===== src/rtl/acc_ctrl_if.sv =====
// Operand stream and accumulator-core bus between the source, acc_ctrl and the core.
// Latency: none (wires only).
// Backpressure: the operand stream uses valid/ready; the core side has no backpressure.
//
// Modports:
//   slave  - the controller side (acc_ctrl): takes operands and core result, drives core controls.
//   master - the environment side: operand source plus accumulator core.
interface acc_ctrl_if #(
    parameter int IN_DATA_WIDTH = 8,
    parameter int DWIDTH        = 32
);
    logic                     in_valid_i;
    logic [IN_DATA_WIDTH-1:0] in_data_i;
    logic                     in_ready_o;
    logic                     core_run_o;
    logic                     core_valid_o;
    logic [IN_DATA_WIDTH-1:0] core_number_o;
    logic [DWIDTH-1:0]        core_result_i;

    modport slave (
        input  in_valid_i,
        input  in_data_i,
        input  core_result_i,
        output in_ready_o,
        output core_run_o,
        output core_valid_o,
        output core_number_o
    );

    modport master (
        output in_valid_i,
        output in_data_i,
        output core_result_i,
        input  in_ready_o,
        input  core_run_o,
        input  core_valid_o,
        input  core_number_o
    );
endinterface


===== src/rtl/acc_ctrl.sv =====
// Sequencing controller for the accumulator core: clear, feed N operands, drain, report sum.
// Latency: start in cycle 0, done_o in cycle N+4 with a stall-free operand stream.
// Backpressure: in_ready_o high only while operands are still owed; in_valid_i stalls extend ACCUM.
//
// Ports:
//   clk, reset_n      clock and asynchronous active-low reset
//   start_i, cnt_i    start command and element count, sampled only in IDLE
//   bus (slave)       operand stream in, core run/valid/number out, core result in
//   busy_o            high in every state except IDLE
//   done_o, result_o  one-cycle done pulse; result held until the next capture
//   abort_i           only when ACC_CTRL_ABORT_EN is defined: returns to IDLE without done
module acc_ctrl #(
    parameter int IN_DATA_WIDTH = 8,
    parameter int DWIDTH        = 32,
    parameter int CNT_WIDTH     = 16
) (
    input  logic                 clk,
    input  logic                 reset_n,
    input  logic                 start_i,
    input  logic [CNT_WIDTH-1:0] cnt_i,
    acc_ctrl_if.slave            bus,
`ifdef ACC_CTRL_ABORT_EN
    input  logic                 abort_i,
`endif
    output logic                 busy_o,
    output logic                 done_o,
    output logic [DWIDTH-1:0]    result_o
);

    typedef enum logic [2:0] {
        IDLE,
        CLEAR,
        ACCUM,
        DRAIN,
        DONE
    } state_t;

    state_t                   state;
    logic [CNT_WIDTH-1:0]     remaining;
    logic                     drain_cnt;
    logic                     in_ready_q;
    logic                     core_run_q;
    logic                     core_valid_q;
    logic [IN_DATA_WIDTH-1:0] core_number_q;
    logic                     abort_req;
    logic                     hs;

`ifdef ACC_CTRL_ABORT_EN
    // Abort only matters outside IDLE; in IDLE a start still wins.
    assign abort_req = abort_i && (state != IDLE);
`else
    assign abort_req = 1'b0;
`endif

    // Abort masks ready in its own cycle so no operand is swallowed by an aborted run.
    assign bus.in_ready_o    = in_ready_q && !abort_req;
    assign hs                = bus.in_valid_i && bus.in_ready_o;
    assign bus.core_run_o    = core_run_q;
    assign bus.core_valid_o  = core_valid_q;
    assign bus.core_number_o = core_number_q;

    always_ff @(posedge clk or negedge reset_n) begin
        if (!reset_n) begin
            state         <= IDLE;
            remaining     <= '0;
            drain_cnt     <= 1'b0;
            in_ready_q    <= 1'b0;
            core_run_q    <= 1'b0;
            core_valid_q  <= 1'b0;
            core_number_q <= '0;
            busy_o        <= 1'b0;
            done_o        <= 1'b0;
            result_o      <= '0;
        end else if (abort_req) begin
            state        <= IDLE;
            remaining    <= '0;
            drain_cnt    <= 1'b0;
            in_ready_q   <= 1'b0;
            core_run_q   <= 1'b0;
            core_valid_q <= 1'b0;
            busy_o       <= 1'b0;
            done_o       <= 1'b0;
        end else begin
            case (state)
                IDLE: begin
                    core_valid_q <= 1'b0;
                    done_o       <= 1'b0;
                    if (start_i) begin
                        remaining  <= cnt_i;
                        core_run_q <= 1'b1;
                        busy_o     <= 1'b1;
                        state      <= CLEAR;
                    end
                end
                CLEAR: begin
                    core_run_q <= 1'b0;
                    if (remaining != '0) begin
                        in_ready_q <= 1'b1;
                        state      <= ACCUM;
                    end else begin
                        state <= DRAIN;
                    end
                end
                ACCUM: begin
                    core_valid_q <= hs;
                    if (hs) begin
                        core_number_q <= bus.in_data_i;
                        remaining     <= remaining - CNT_WIDTH'(1);
                        if (remaining == CNT_WIDTH'(1)) begin
                            in_ready_q <= 1'b0;
                            state      <= DRAIN;
                        end
                    end
                end
                DRAIN: begin
                    // First cycle: core sees the last operand. Second: core result is final.
                    core_valid_q <= 1'b0;
                    if (!drain_cnt) begin
                        drain_cnt <= 1'b1;
                    end else begin
                        drain_cnt <= 1'b0;
                        result_o  <= bus.core_result_i;
                        done_o    <= 1'b1;
                        state     <= DONE;
                    end
                end
                DONE: begin
                    done_o <= 1'b0;
                    busy_o <= 1'b0;
                    state  <= IDLE;
                end
                default: begin
                    state <= IDLE;
                end
            endcase
        end
    end

endmodule


===== src/flat_wrapper.sv =====
// flat-port wrapper written by rule: the top's interface ports become plain ports
module acc_ctrl_flat 
#(
    parameter int IN_DATA_WIDTH = 8,
    parameter int DWIDTH        = 32,
    parameter int CNT_WIDTH     = 16
)
  (clk, reset_n, start_i, cnt_i, busy_o, done_o, result_o, bus_in_valid_i, bus_in_data_i, bus_core_result_i, bus_in_ready_o, bus_core_run_o, bus_core_valid_o, bus_core_number_o);
  acc_ctrl_if #(.IN_DATA_WIDTH(IN_DATA_WIDTH), .DWIDTH(DWIDTH)) bus_i ();
  input  logic clk;
  input  logic reset_n;
  input  logic start_i;
  input  logic [CNT_WIDTH-1:0] cnt_i;
  output logic busy_o;
  output logic done_o;
  output logic [DWIDTH-1:0] result_o;
  input wire logic [$bits(bus_i.in_valid_i)-1:0] bus_in_valid_i;
  input wire logic [$bits(bus_i.in_data_i)-1:0] bus_in_data_i;
  input wire logic [$bits(bus_i.core_result_i)-1:0] bus_core_result_i;
  output wire logic [$bits(bus_i.in_ready_o)-1:0] bus_in_ready_o;
  output wire logic [$bits(bus_i.core_run_o)-1:0] bus_core_run_o;
  output wire logic [$bits(bus_i.core_valid_o)-1:0] bus_core_valid_o;
  output wire logic [$bits(bus_i.core_number_o)-1:0] bus_core_number_o;
  assign bus_i.in_valid_i = bus_in_valid_i;
  assign bus_i.in_data_i = bus_in_data_i;
  assign bus_i.core_result_i = bus_core_result_i;
  assign bus_in_ready_o = bus_i.in_ready_o;
  assign bus_core_run_o = bus_i.core_run_o;
  assign bus_core_valid_o = bus_i.core_valid_o;
  assign bus_core_number_o = bus_i.core_number_o;
  acc_ctrl #(.IN_DATA_WIDTH(IN_DATA_WIDTH), .DWIDTH(DWIDTH), .CNT_WIDTH(CNT_WIDTH)) u_core (.clk(clk), .reset_n(reset_n), .start_i(start_i), .cnt_i(cnt_i), .bus(bus_i), .busy_o(busy_o), .done_o(done_o), .result_o(result_o));
endmodule

===== config.mk =====
export PLATFORM = sky130hd
export DESIGN_NAME = acc_ctrl_flat
export DESIGN_NICKNAME = d
export VERILOG_FILES = /design/src/rtl/acc_ctrl_if.sv /design/src/rtl/acc_ctrl.sv /design/src/flat_wrapper.sv
export SDC_FILE = /design/constraint.sdc
export NUM_CORES = 1
export LEC_CHECK = 0
export CORE_MARGIN = 5
export CORE_UTILIZATION = 42
export CTS_BUF_LIST = sky130_fd_sc_hd__clkbuf_2
export DETAILED_ROUTE_END_ITERATION = 10
export MAX_ROUTING_LAYER = met4
export PLACE_DENSITY = 0.78
export SYNTH_ARGS = -nofsm -noshare
export SYNTH_HDL_FRONTEND = slang
export SYNTH_SLANG_ARGS = --single-unit

===== constraint.sdc =====
create_clock -name clk -period 2.2 [get_ports clk]
set_clock_uncertainty 0.2 [all_clocks]
set_input_delay 0.33 -clock clk [delete_from_list [all_inputs] [get_ports clk]]
set_output_delay 0.33 -clock clk [all_outputs]
set_load 0.005 [all_outputs]

; Word level (Yosys, flattened, before mapping)
; Index checks and enable logic that the tools add are counted.
[classes]
n_mux = 20
n_addsub = 1
reduce_logical = 19
eq_ne = 10
[op_table]
columns = op, n
row1 = $mux 16, 2
row2 = $pmux 16 s2, 1
row3 = $eq 16x1->1 const B, 1
row4 = $reduce_bool 16->1, 1
row5 = $sub 16x1->16 const B, 1
row6 = $mux 3, 4
row7 = $pmux 3 s4, 1
row8 = $reduce_bool 2->1, 6
row9 = $pmux 1 s2, 5
row10 = $reduce_and 2->1, 5
row11 = $ne 2x1->1 const B, 4
row12 = $reduce_and 4->1, 2
row13 = $mux 1, 7
row14 = $eq 3x2->1 const B, 2
row15 = $reduce_or 2->1, 2
row16 = $eq 3x1->1 const B, 1
row17 = $eq 3x3->1 const B, 1
row18 = $logic_not 3->1, 1
row19 = $reduce_and 3->1, 1
row20 = $ne 2x2->1 const B, 1
row21 = $logic_and 1x1->1, 1
[word_totals]
elab_cells = 60
out_inout_bits = 45
input_bits = 60
reg_bits = 65

; Longest topological paths before layout
[depth]
ltp_word = 4
depth_mapped = 7
ltp_nobuf = 6

; Least setup slack after synthesis
; OpenSTA, ideal clock, no wires.
[synth_timing]
path_kind = register to register
startpoint = reg u_core.remaining[0]
endpoint = reg u_core.remaining[14]
stages_incl_launch_ff = 8
period_less_slack_ps = 2066
setup_time_ps = 78
path_slack_ps = 134
required_ps = 1922
arrival_ps = 1789
path_buffers = 1
path_cell_list = dfrtp_1 inv_1 ha_1 or4b_1 buf_2 o41ai_1 a21oi_1 a21oi_1
[synth_between]
elab_chain_cells = 3
[synth_lines]
columns = element, line
row1 = start: declaration, acc_ctrl.sv:39  ; logic [CNT_WIDTH-1:0] remaining;
row2 = start signal: assignment, acc_ctrl.sv:89  ; remaining <= cnt_i;
row3 = start signal: assignment, acc_ctrl.sv:108  ; remaining <= remaining - CNT_WIDTH'(1);
row4 = $sub 16x1->16, acc_ctrl.sv:108
row5 = $mux 16, acc_ctrl.sv:106  ; if (hs) begin
row6 = $pmux 16 s2, acc_ctrl.sv:84  ; case (state)
; Every way passes these cells. The select of a mux whose other input is x is not followed.
; A chain may end at the register's enable or synchronous reset.

; Final worst setup path
[layout_timing]
startpoint = reg u_core.remaining[10]
endpoint = reg u_core.in_ready_q (netlist: u_core.bus.in_ready_o)
[layout_between]
elab_chain_cells = 3
elab_cells_between_ends = 5
cone_classes = 3 x eq/ne / 2 x reduce/logical
[layout_lines]
columns = element, line
row1 = $eq 16x1->1 / $reduce_bool 16->1 (equally long branches), "acc_ctrl.sv:109, acc_ctrl.sv:97"
row2 = $ne 2x1->1 (no line), n/a
row3 = $reduce_and 4->1 (no line) *, n/a
row4 = end signal: assignment, acc_ctrl.sv:78  ; in_ready_q <= 1'b0;
row5 = end signal: assignment, acc_ctrl.sv:98  ; in_ready_q <= 1'b1;
row6 = end signal: assignment, acc_ctrl.sv:110  ; in_ready_q <= 1'b0;
row7 = end: declaration, acc_ctrl.sv:41  ; logic in_ready_q;
; Mark *: on every way between the ends. The rest lies on a longest branch, timed or not.

==> run metrics <==
Worst path top cell family by delay simple AND/OR/NAND/NOR gates; Die Footprint 8930 um^2; H-tree levels 3; Synth Warn # 0; Pleak 0.00182 uW; GRT Residual Overflow 0; first-pass GRT wire length 12300 um; synthesized area 3000 um^2; CP max stage delay 0.62 ns; final instance area 4380 um^2; TritonCTS Buffers 9; Total GRT Usage 0.183; Buffers on Ports 104; I/O Pins 105; Inst Count DP 460; Core Footprint 6870 um^2; vias in the first global route 2523; fin crit period 2.05 ns; gp weighted congestion 0.811; n_diodes 0; Post-CTS Setup Repair Bufs 0; cell taking the most area after synthesis dfrtp_1; Max Cap Violations 0; Detailed Route Iter0 Violations 134; relative slew slack 0.663; Mean Syn Cell Area 11.6 um^2; final wirelength 7460 um; antenna-violating nets left 0; CTS tree done; Critical Path Start Type register; Yosys cell types 48; clk slew on worst S/H paths 0.18 ns; Multi-input gate area 1280 um^2; worst path required time 2.36 ns; layout cells sized above 1 0.118; Worst-Margin Slew 0.506 ns; Yosys top cell area share 0.542; fin cells 477; WHS 0.184 ns; endpoints failing hold 0; Clock Sinks 65; Core Rows 30; pwr dens 666 nW/um^2; CP max FO 6; root buffer cell clkbuf_2; most used flip-flop cell after synthesis dfrtp_1; Max Slew Vio Count 0; fin crit share 0.934; Initial Util 0.437; Finished Core Util 0.638; vias per cell 5.17; Avg WL per Cell 15.6 um; crit path DAT 2.22 ns; die width 94.5 um; Setup TNS 0 ns; fmax 487 MHz; dpl cell area 4230 um^2; CP endpoint kind register; synthesized instance count 258; HPWL after detailed placement 5490 um; hold crit path type in2async; Post-synth EDFFs 0; Slowest-stage cell, CP or4_1; syn nets 320; Remaining DRCs 0; Buf/Inv on CP 0; CP Cell Sequence or4_1, nor4_4, nand4_1, a22o_1; Die H 94.5 um; worst skew pair latency 0.47 ns; area grow syn2layout 46.0%; Nets 439; Setup violations, final 0; outcome finished clean; post-synthesis sequential area ratio 0.542; Fillers 544; Async SR Flop Fraction 1.00; RSZ-0062 raised after global routing false; VDD IR max 0.335 mV; drt pass-1 iters 4; ranking of synthesized cells by area dfrtp_1 (54%), mux2_1 (14%), a21oi_1 (2.8%), nor2_1 (1.8%), buf_2 (1.7%); Longest Clk Path Bufs 2; initial antenna violation count 0; FF+latch area 1630 um^2; Vias 2468; WS Path Type reg2reg; FF+latch count, synth 65; largest net degree at the start of global routing 40
==> cells by family after synthesis <==
group | synth area share
AND/OR/NAND/NOR | 0.133
flip-flops | 0.542
AO/OA/AOI/OAI | 0.130
multiplexers | 0.150
buffers and inverters | 0.0334
adder cells (fa/ha/maj) | 0.00834
XOR/XNOR | 0.00292
==> through the flow <==
stage	setup WS, ns	total power, uW
after floorplan	0.134	1770
after global placement	0.168	2130
after detailed placement	0.128	2150
after CTS	0.0815	2940
after global routing	0.0356	3110
final	0.146	2920
==> cells in the mapped netlist, types with 5 or more instances <==
cell and count:
nor3_1 7, o211ai_1 5, nand2_1 13, buf_2 10, o21ai_0 10, a21oi_1 17, and2_1 5, o21ai_1 8
nor2_1 14, dfrtp_1 65, mux2_1 36
==> power by group <==
| group | total [uW] | internal [uW] | switching (uW) | leakage [uW] |
|---|---|---|---|---|
| registers | 1440 | 1320 | 115 | 0.000763 |
| logic | 699 | 385 | 313 | 0.000979 |
| clock network | 778 | 376 | 402 | 0.0000794 |
==> placed cells by master (no fill, tap or decap), types with 8 or more instances in the layout <==
cell             instances
clkdlybuf4s50_1        103
dfrtp_1                 65
mux2_1                  36
a21oi_1                 17
buf_4                   16
nor2_1                  14
nand2_1                 13
clkbuf_2                11
o21ai_0                 10
o21ai_1                  8
==> what timing repair did <==
action	4_1_cts	5_1_grt
resized for setup	0	2
endpoints found under the hold margin	65	0
hold buffers	2	0
endpoints found under the setup margin	0	5
==> final cells by class <==
type	instances	area share
clock buffers	11	0.0126
clock inverters	4	0.0157
inverters	3	0.00257
multi-input cells	174	0.293
flip-flops and latches	65	0.371
well taps	96	0.0274
repair buffers	124	0.278
==> worst min-delay path, delay by kind of cell <==
kind | cells | cell delay [ns]
buffers and inverters | 3 | 0.96
==> worst paths after layout <==
| kind | start | end | slack (ns) | depth (start not counted) |
|---|---|---|---|---|
| setup reg to reg | u_core.remaining[10] | u_core.bus.in_ready_o | 0.15 | 4 |
| max in group asynchronous | reset_n | u_core.result_o[27] | 1.10 | 3 |
| setup / recovery | u_core.remaining[10] | u_core.bus.in_ready_o | 0.15 | 4 |
| min in group clk | bus_core_result_i[11] | u_core.result_o[11] | 0.23 | 2 |
| hold / removal | reset_n | u_core.result_o[25] | 0.18 | 3 |
| hold reg to reg | u_core.result_o[15] | u_core.result_o[15] | 0.30 | 1 |
==> registers in the layout, indices dropped and copies added, names as in the netlist <==
register	flops
u_core.busy_o	1
u_core.done_o	1
u_core.remaining	16
u_core.bus.core_run_o	1
u_core.result_o	32
u_core.bus.in_ready_o	1
u_core.bus.core_valid_o	1
u_core.drain_cnt	1
u_core.state	3
u_core.bus.core_number_o	8
==> per-layer routing <==
metal,vias to the layer above,GRT usage,share of wire
li1,1177,-,-
met1,1208,0.212,0.40
met2,75,0.307,0.52
met3,8,0.0606,0.063
met4,0,0.0493,0.013
met5,-,-,0
Note: power is estimated with default switching activity, not from simulation.
